File: config.mk
export PLATFORM = sky130hd
export DESIGN_NAME = pipe_alu_core
export DESIGN_NICKNAME = d
export VERILOG_FILES = /design/src/rtl/pipe_alu_pkg.sv /design/src/rtl/pipe_alu_exec.sv /design/src/rtl/pipe_alu_core.sv
export SDC_FILE = /design/constraint.sdc
export NUM_CORES = 2
export LEC_CHECK = 0
export ABC_CLOCK_PERIOD_IN_PS = 10300
export CAP_MARGIN = 20
export CORE_UTILIZATION = 30
export DETAILED_ROUTE_END_ITERATION = 12
export PLACE_DENSITY = 0.46
export SLEW_MARGIN = 10
export SYNTH_ARGS = -nofsm -noshare
export SYNTH_HDL_FRONTEND = slang
export SYNTH_SLANG_ARGS = --single-unit
export TNS_END_PERCENT = 100
File: constraint.sdc
create_clock -name clk -period 10.3 [get_ports clk]
set_input_delay 2.06 -clock clk [delete_from_list [all_inputs] [get_ports clk]]
set_output_delay 2.06 -clock clk [all_outputs]
set_load 0.05 [all_outputs]
File: src/rtl/pipe_alu_pkg.sv
// rtl/pipe_alu_pkg.sv - shared func codes and widths for the pipe_alu_core slice
package pipe_alu_pkg;

    localparam int FUNC_W = 4;

    localparam logic [FUNC_W-1:0] FN_ADD = 4'd0;
    localparam logic [FUNC_W-1:0] FN_SUB = 4'd1;
    localparam logic [FUNC_W-1:0] FN_AND = 4'd2;
    localparam logic [FUNC_W-1:0] FN_OR  = 4'd3;
    localparam logic [FUNC_W-1:0] FN_XOR = 4'd4;
    localparam logic [FUNC_W-1:0] FN_SLL = 4'd5;
    localparam logic [FUNC_W-1:0] FN_SRL = 4'd6;
    localparam logic [FUNC_W-1:0] FN_LI  = 4'd7;

endpackage

File: src/rtl/pipe_alu_exec.sv
// rtl/pipe_alu_exec.sv - combinational ALU for the EX stage
//   func_i   : operation code (codes 8..15 yield zero)
//   a_i, b_i : operands; shifts use the low $clog2(XLEN) bits of b_i
//   imm_i    : immediate, only used by LI
//   result_o : XLEN-bit result, wraps modulo 2^XLEN
module pipe_alu_exec
    import pipe_alu_pkg::*;
#(
    parameter int XLEN = 32
) (
    input  logic [FUNC_W-1:0] func_i,
    input  logic [XLEN-1:0]   a_i,
    input  logic [XLEN-1:0]   b_i,
    input  logic [XLEN-1:0]   imm_i,
    output logic [XLEN-1:0]   result_o
);

    localparam int SHW = $clog2(XLEN);

    logic [SHW-1:0] shamt;
    assign shamt = b_i[SHW-1:0];

    always_comb begin
        result_o = '0;
        case (func_i)
            FN_ADD:  result_o = a_i + b_i;
            FN_SUB:  result_o = a_i - b_i;
            FN_AND:  result_o = a_i & b_i;
            FN_OR:   result_o = a_i | b_i;
            FN_XOR:  result_o = a_i ^ b_i;
            FN_SLL:  result_o = a_i << shamt;
            FN_SRL:  result_o = a_i >> shamt;
            FN_LI:   result_o = imm_i;
            default: result_o = '0;
        endcase
    end

endmodule

File: src/rtl/pipe_alu_core.sv
// rtl/pipe_alu_core.sv - 3-stage in-order ALU pipeline (ID, EX, WB/out) with full forwarding
//   clk, reset          : clock, synchronous active-high reset
//   in_valid / in_ready : op handshake; in_ready = !out_valid || out_ready
//   rs1, rs2, rd, func, imm : op fields
//   out_valid / out_ready   : result handshake; backpressure stalls the whole pipe
//   out_data, out_rd    : result value and its destination register
//   retired             : count of handed-off results, wraps
module pipe_alu_core
    import pipe_alu_pkg::*;
#(
    parameter int XLEN   = 32,
    parameter int NREG   = 32,
    parameter int RIDX_W = $clog2(NREG),
    parameter int CNT_W  = 32
) (
    input  logic              clk,
    input  logic              reset,
    input  logic              in_valid,
    output logic              in_ready,
    input  logic [RIDX_W-1:0] rs1,
    input  logic [RIDX_W-1:0] rs2,
    input  logic [RIDX_W-1:0] rd,
    input  logic [FUNC_W-1:0] func,
    input  logic [XLEN-1:0]   imm,
    output logic              out_valid,
    input  logic              out_ready,
    output logic [XLEN-1:0]   out_data,
    output logic [RIDX_W-1:0] out_rd,
    output logic [CNT_W-1:0]  retired
);

    typedef struct packed {
        logic              valid;
        logic [RIDX_W-1:0] rd;
        logic [FUNC_W-1:0] func;
        logic [XLEN-1:0]   a;
        logic [XLEN-1:0]   b;
        logic [XLEN-1:0]   imm;
    } stage_t;

    logic [XLEN-1:0]   rf_q [NREG];

    stage_t            ex_q, ex_d;
    logic              wb_valid_q;
    logic [RIDX_W-1:0] wb_rd_q;
    logic [XLEN-1:0]   wb_data_q;

    logic              out_valid_q;
    logic [RIDX_W-1:0] out_rd_q;
    logic [XLEN-1:0]   out_data_q;
    logic [CNT_W-1:0]  retired_q;

    logic              advance;
    logic              accept;
    logic [XLEN-1:0]   ex_result;
    logic [XLEN-1:0]   opa, opb;

    assign advance  = !out_valid_q || out_ready;
    assign accept   = in_valid && advance;
    assign in_ready = advance;

    pipe_alu_exec #(.XLEN(XLEN)) u_exec (
        .func_i   (ex_q.func),
        .a_i      (ex_q.a),
        .b_i      (ex_q.b),
        .imm_i    (ex_q.imm),
        .result_o (ex_result)
    );

    // Operand resolution: youngest producer wins (EX over WB over register file).
    // Once WB moves to the output registers the register file already holds the
    // value, so no third forwarding source is needed.
    always_comb begin
        opa = rf_q[rs1];
        if (wb_valid_q && wb_rd_q == rs1) opa = wb_data_q;
        if (ex_q.valid && ex_q.rd == rs1) opa = ex_result;
        if (rs1 == '0) opa = '0;

        opb = rf_q[rs2];
        if (wb_valid_q && wb_rd_q == rs2) opb = wb_data_q;
        if (ex_q.valid && ex_q.rd == rs2) opb = ex_result;
        if (rs2 == '0) opb = '0;
    end

    // Bubbles carry an all-zero payload so idle beats never show stale data.
    always_comb begin
        ex_d = '0;
        if (accept) begin
            ex_d.valid = 1'b1;
            ex_d.rd    = rd;
            ex_d.func  = func;
            ex_d.a     = opa;
            ex_d.b     = opb;
            ex_d.imm   = imm;
        end
    end

    always_ff @(posedge clk) begin
        if (reset) begin
            ex_q        <= '0;
            wb_valid_q  <= 1'b0;
            wb_rd_q     <= '0;
            wb_data_q   <= '0;
            out_valid_q <= 1'b0;
            out_rd_q    <= '0;
            out_data_q  <= '0;
            for (int i = 0; i < NREG; i++) begin
                rf_q[i] <= '0;
            end
        end else if (advance) begin
            ex_q        <= ex_d;
            wb_valid_q  <= ex_q.valid;
            wb_rd_q     <= ex_q.valid ? ex_q.rd : '0;
            wb_data_q   <= ex_q.valid ? ex_result : '0;
            out_valid_q <= wb_valid_q;
            out_rd_q    <= wb_rd_q;
            out_data_q  <= wb_data_q;
            if (wb_valid_q && wb_rd_q != '0) begin
                rf_q[wb_rd_q] <= wb_data_q;
            end
        end
    end

    always_ff @(posedge clk) begin
        if (reset) begin
            retired_q <= '0;
        end else if (out_valid_q && out_ready) begin
            retired_q <= retired_q + CNT_W'(1);
        end
    end

    assign out_valid = out_valid_q;
    assign out_rd    = out_rd_q;
    assign out_data  = out_data_q;
    assign retired   = retired_q;

endmodule

==> flow_summary.yaml <==
setup_path:
  start_kind: "input pin"
  crit_type: "input pin to output port"
  cp-end-kind: "output port"
  r2r_cells: 13
  critPathLaunch: "out_ready"
  cpPeakStageDelay_ps: 730
  crit_chain: "clkdlybuf4s50_1, nor2b_4, buf_4, inv_2, clkdlybuf4s50_1"
  cp.depth: 5
  cp_top_family: "buffers and inverters"
  r2r_start: "ex_q[98]"
  crit_path_max_fanout: 42
  crit_buf_inv: 4
  cp.arrival_ps: 4080
  critical_path.most_common_cell: "clkdlybuf4s50_1"
  cp.required_ps: 8240
  r2r_end: "wb_data_q[19]"
  rrSetupSlack_ps: 4580
  critPathSlowestCell: "clkdlybuf4s50_1"
sta:
  max_freq_mhz: 162.8
  rsz0062_at_grt: "false"
  tns_ps: 0
  finalHoldViolCount: 0
  slew_violations: 0
  skew_ps: 73.03
  worstMarginPinSlew_ps: 1414
  finalCriticalPeriod_ps: 6144
  setup_viol: 0
  slew_headroom_pct: 5.352
  period_share_pct: 59.65
routing:
  vias: 52860
  firstDrtPassIters: 8
  drtIter0Drc: 7294
  drc: 0
  viasPerCell: 5.804
  ant_nets: 0
  wirelength_mm: 308.9
  wl_per_cell_um: 33.91
place:
  gp_congestion: 0.9511
  hpwl_mm: 204.3
  dp_cells: 8834
  io_buffers: 125
min_path:
  whs_path_depth: 2
  min_path_type: "register to register"
  holdPathEnd: "out_data[17]"
  hold_start: "out_data[17]"
clock_network:
  h-tree-depth: 4
  clockRootBuffer: "clkbuf_16"
  cts_inserted_buffers: 149
  clkLatencyLatePin_ps: 850
  post-cts-setup-buffers: 0
  path_clk_slew_ps: 50
  cts.sink_count: 1238
  clock_path_buffers: 3
  cts_hold_buf: 0
  cts_tree: "yes"
  cts_resized: 0
die:
  die_y_um: 488.7
  die_w_um: 488.7
  ios: 126
  start_util_pct: 30.19
  dieArea_um2: 238800
  std_cell_rows: 178
  coreArea_um2: 235400
cells_and_area:
  multiInputGateArea_um2: 33680
  drive_above_1_share_pct: 14.91
  fillers: 23103
  nets: 5991
  syn_to_final_growth_pct: 13.18
  regArea_um2: 35060
  final_cells: 9108
synthesis:
  synth_flop_cell: "edfxtp_1"
  synth_edf_count: 1024
  yosys-top-cells-area: "edfxtp_1, mux4_2, and2_1"
  ys_top_cells_by_count: "edfxtp_1, and2_1, mux2i_1"
  synth.most_common_cell: "edfxtp_1"
  yosysWarnings: 0
  syn_avg_cell_area_um2: 11.98
  ys_seq_area_share_pct: 49.30
  ys_ff_latch: 1238
  yosys.area.top_type: "edfxtp_1"
  async_reset_ff_share_pct: 0
  netlist_instances: 5933
  syn-cell-area_um2: 71070
  synth.top_cell.area_share_pct: 43.27
  yosysUniqueCellTypes: 92
global_routing:
  track_usage_pct: 25.37
  grt_pass1_vias: 50741
  grt_max_degree: 89
  grt_pass1_wl_mm: 423.1
  grt_overflow: 0
  antenna_found_initial: 24
status:
  status: "completed"
power_and_ir_drop:
  max-vdd-ir-drop_mv: 0.1297
  p_leak_nw: 28.69
  p_per_area_nw_per_um2: 162.9
job:
  max_cap_violations: 0
-- power breakdown --
part / switching (mW) / internal [mW] / leakage [nW]
registers: 0.178 / 5.59 / 12.3
logic: 1.44 / 0.652 / 14.1
clock network: 2.28 / 2.97 / 2.29
-- metal layers --
layer	wire length, µm	GRT usage [%]	part of all wire [%]
met3	27270	5.217	8.8
met2	134100	38.10	43
met1	129700	34.41	42
met5	28	0	0.0091
met4	17820	13.03	5.8
-- per-stage QoR --
| stage | util (%) | worst slack, ps | power [mW] | cell area, µm² | hold WS [ps] |
|---|---|---|---|---|---|
| floorplan | - | 5295 | 6.945 | 71180 | 442.0 |
| global placement | 32.13 | 3953 | 7.889 | 75640 | 440.2 |
| detailed placement | 32.15 | 3950 | 7.894 | 75680 | 445.0 |
| CTS | 34.15 | 4142 | 13.12 | 80390 | 452.9 |
| global route | 34.16 | 4050 | 13.43 | 80420 | 470.5 |
| finish | 34.17 | 4156 | 13.10 | 80430 | 447.5 |
-- worst reg2reg max path, stage by stage, from the launching register on --
cell	delay, ps
dfxtp_2	310
buf_4	310
or4b_2	1000
o21ai_0	220
xnor2_1	100
ha_1	370
o211a_1	170
o31ai_1	100
a31oi_1	410
a41oi_2	470
o31ai_1	700
mux2i_1	170
a221oi_1	1030
o21ai_0	200
-- cell usage in the layout (no fill, tap or decap), types with 20 or more instances in the layout --
master	synthesis	layout
a221oi_1	28	28
ha_1	98	98
mux2_2	21	21
edfxtp_1	1024	1024
a221o_1	26	26
conb_1	1	32
a222oi_1	30	30
a21oi_1	287	287
nand2_1	260	260
mux4_2	345	345
o221ai_1	236	236
and3_1	20	20
a22oi_1	21	21
or2_2	38	38
clkinv_1	4	26
nand3_1	47	47
and2_1	1001	1001
clkbuf_16	0	151
xor2_1	44	44
nor2_1	267	234
inv_1	77	75
o31ai_1	26	26
buf_4	36	182
dfxtp_1	214	196
mux2i_1	522	522
nor2_4	0	32
nor3_1	51	46
o21ai_0	143	143
clkdlybuf4s50_1	0	114
o22ai_1	125	125
clkbuf_1	419	41
a22o_1	56	56
xnor2_1	52	52
a211oi_1	37	36
o211ai_1	33	33
-- worst max path at each step --
| stage | endpoint | slack [ps] |
|---|---|---|
| after floorplan | in_ready | 5290 |
| after global placement | rf_q[24][28] | 3950 |
| after detailed placement | rf_q[24][28] | 3950 |
| after CTS | in_ready | 4140 |
| after global routing | in_ready | 4050 |
| final | in_ready | 4160 |
-- sequential cells by signal, summed over array words and instances (netlist names), 5 cells and up --
signal	cells
wb_rd_q	5
rf_q	1024
ex_q	106
out_data	32
wb_data_q	32
out_rd	5
retired	32
-- cell families after synthesis --
| kind of cell | share of synthesized area, % |
|---|---|
| AO/OA/AOI/OAI | 11.31 |
| adder cells (fa/ha/maj) | 1.754 |
| flip-flops | 49.30 |
| AND/OR/NAND/NOR | 13.87 |
| multiplexers | 18.66 |
| buffers and inverters | 3.928 |
| other | 0.005277 |
| XOR/XNOR | 1.183 |
-- final cells by class --
cell class / instances / share of cell area [%]
multi-input combinational: 4056 / 41.88
timing repair buffer: 308 / 3.362
inverter: 84 / 0.3951
tap: 3150 / 4.900
clock buffer: 203 / 5.077
clock inverter: 62 / 0.7762
sequential: 1238 / 43.59
antenna: 7 / 0.02178
No activity file was read; power rests on OpenSTA's default activity.
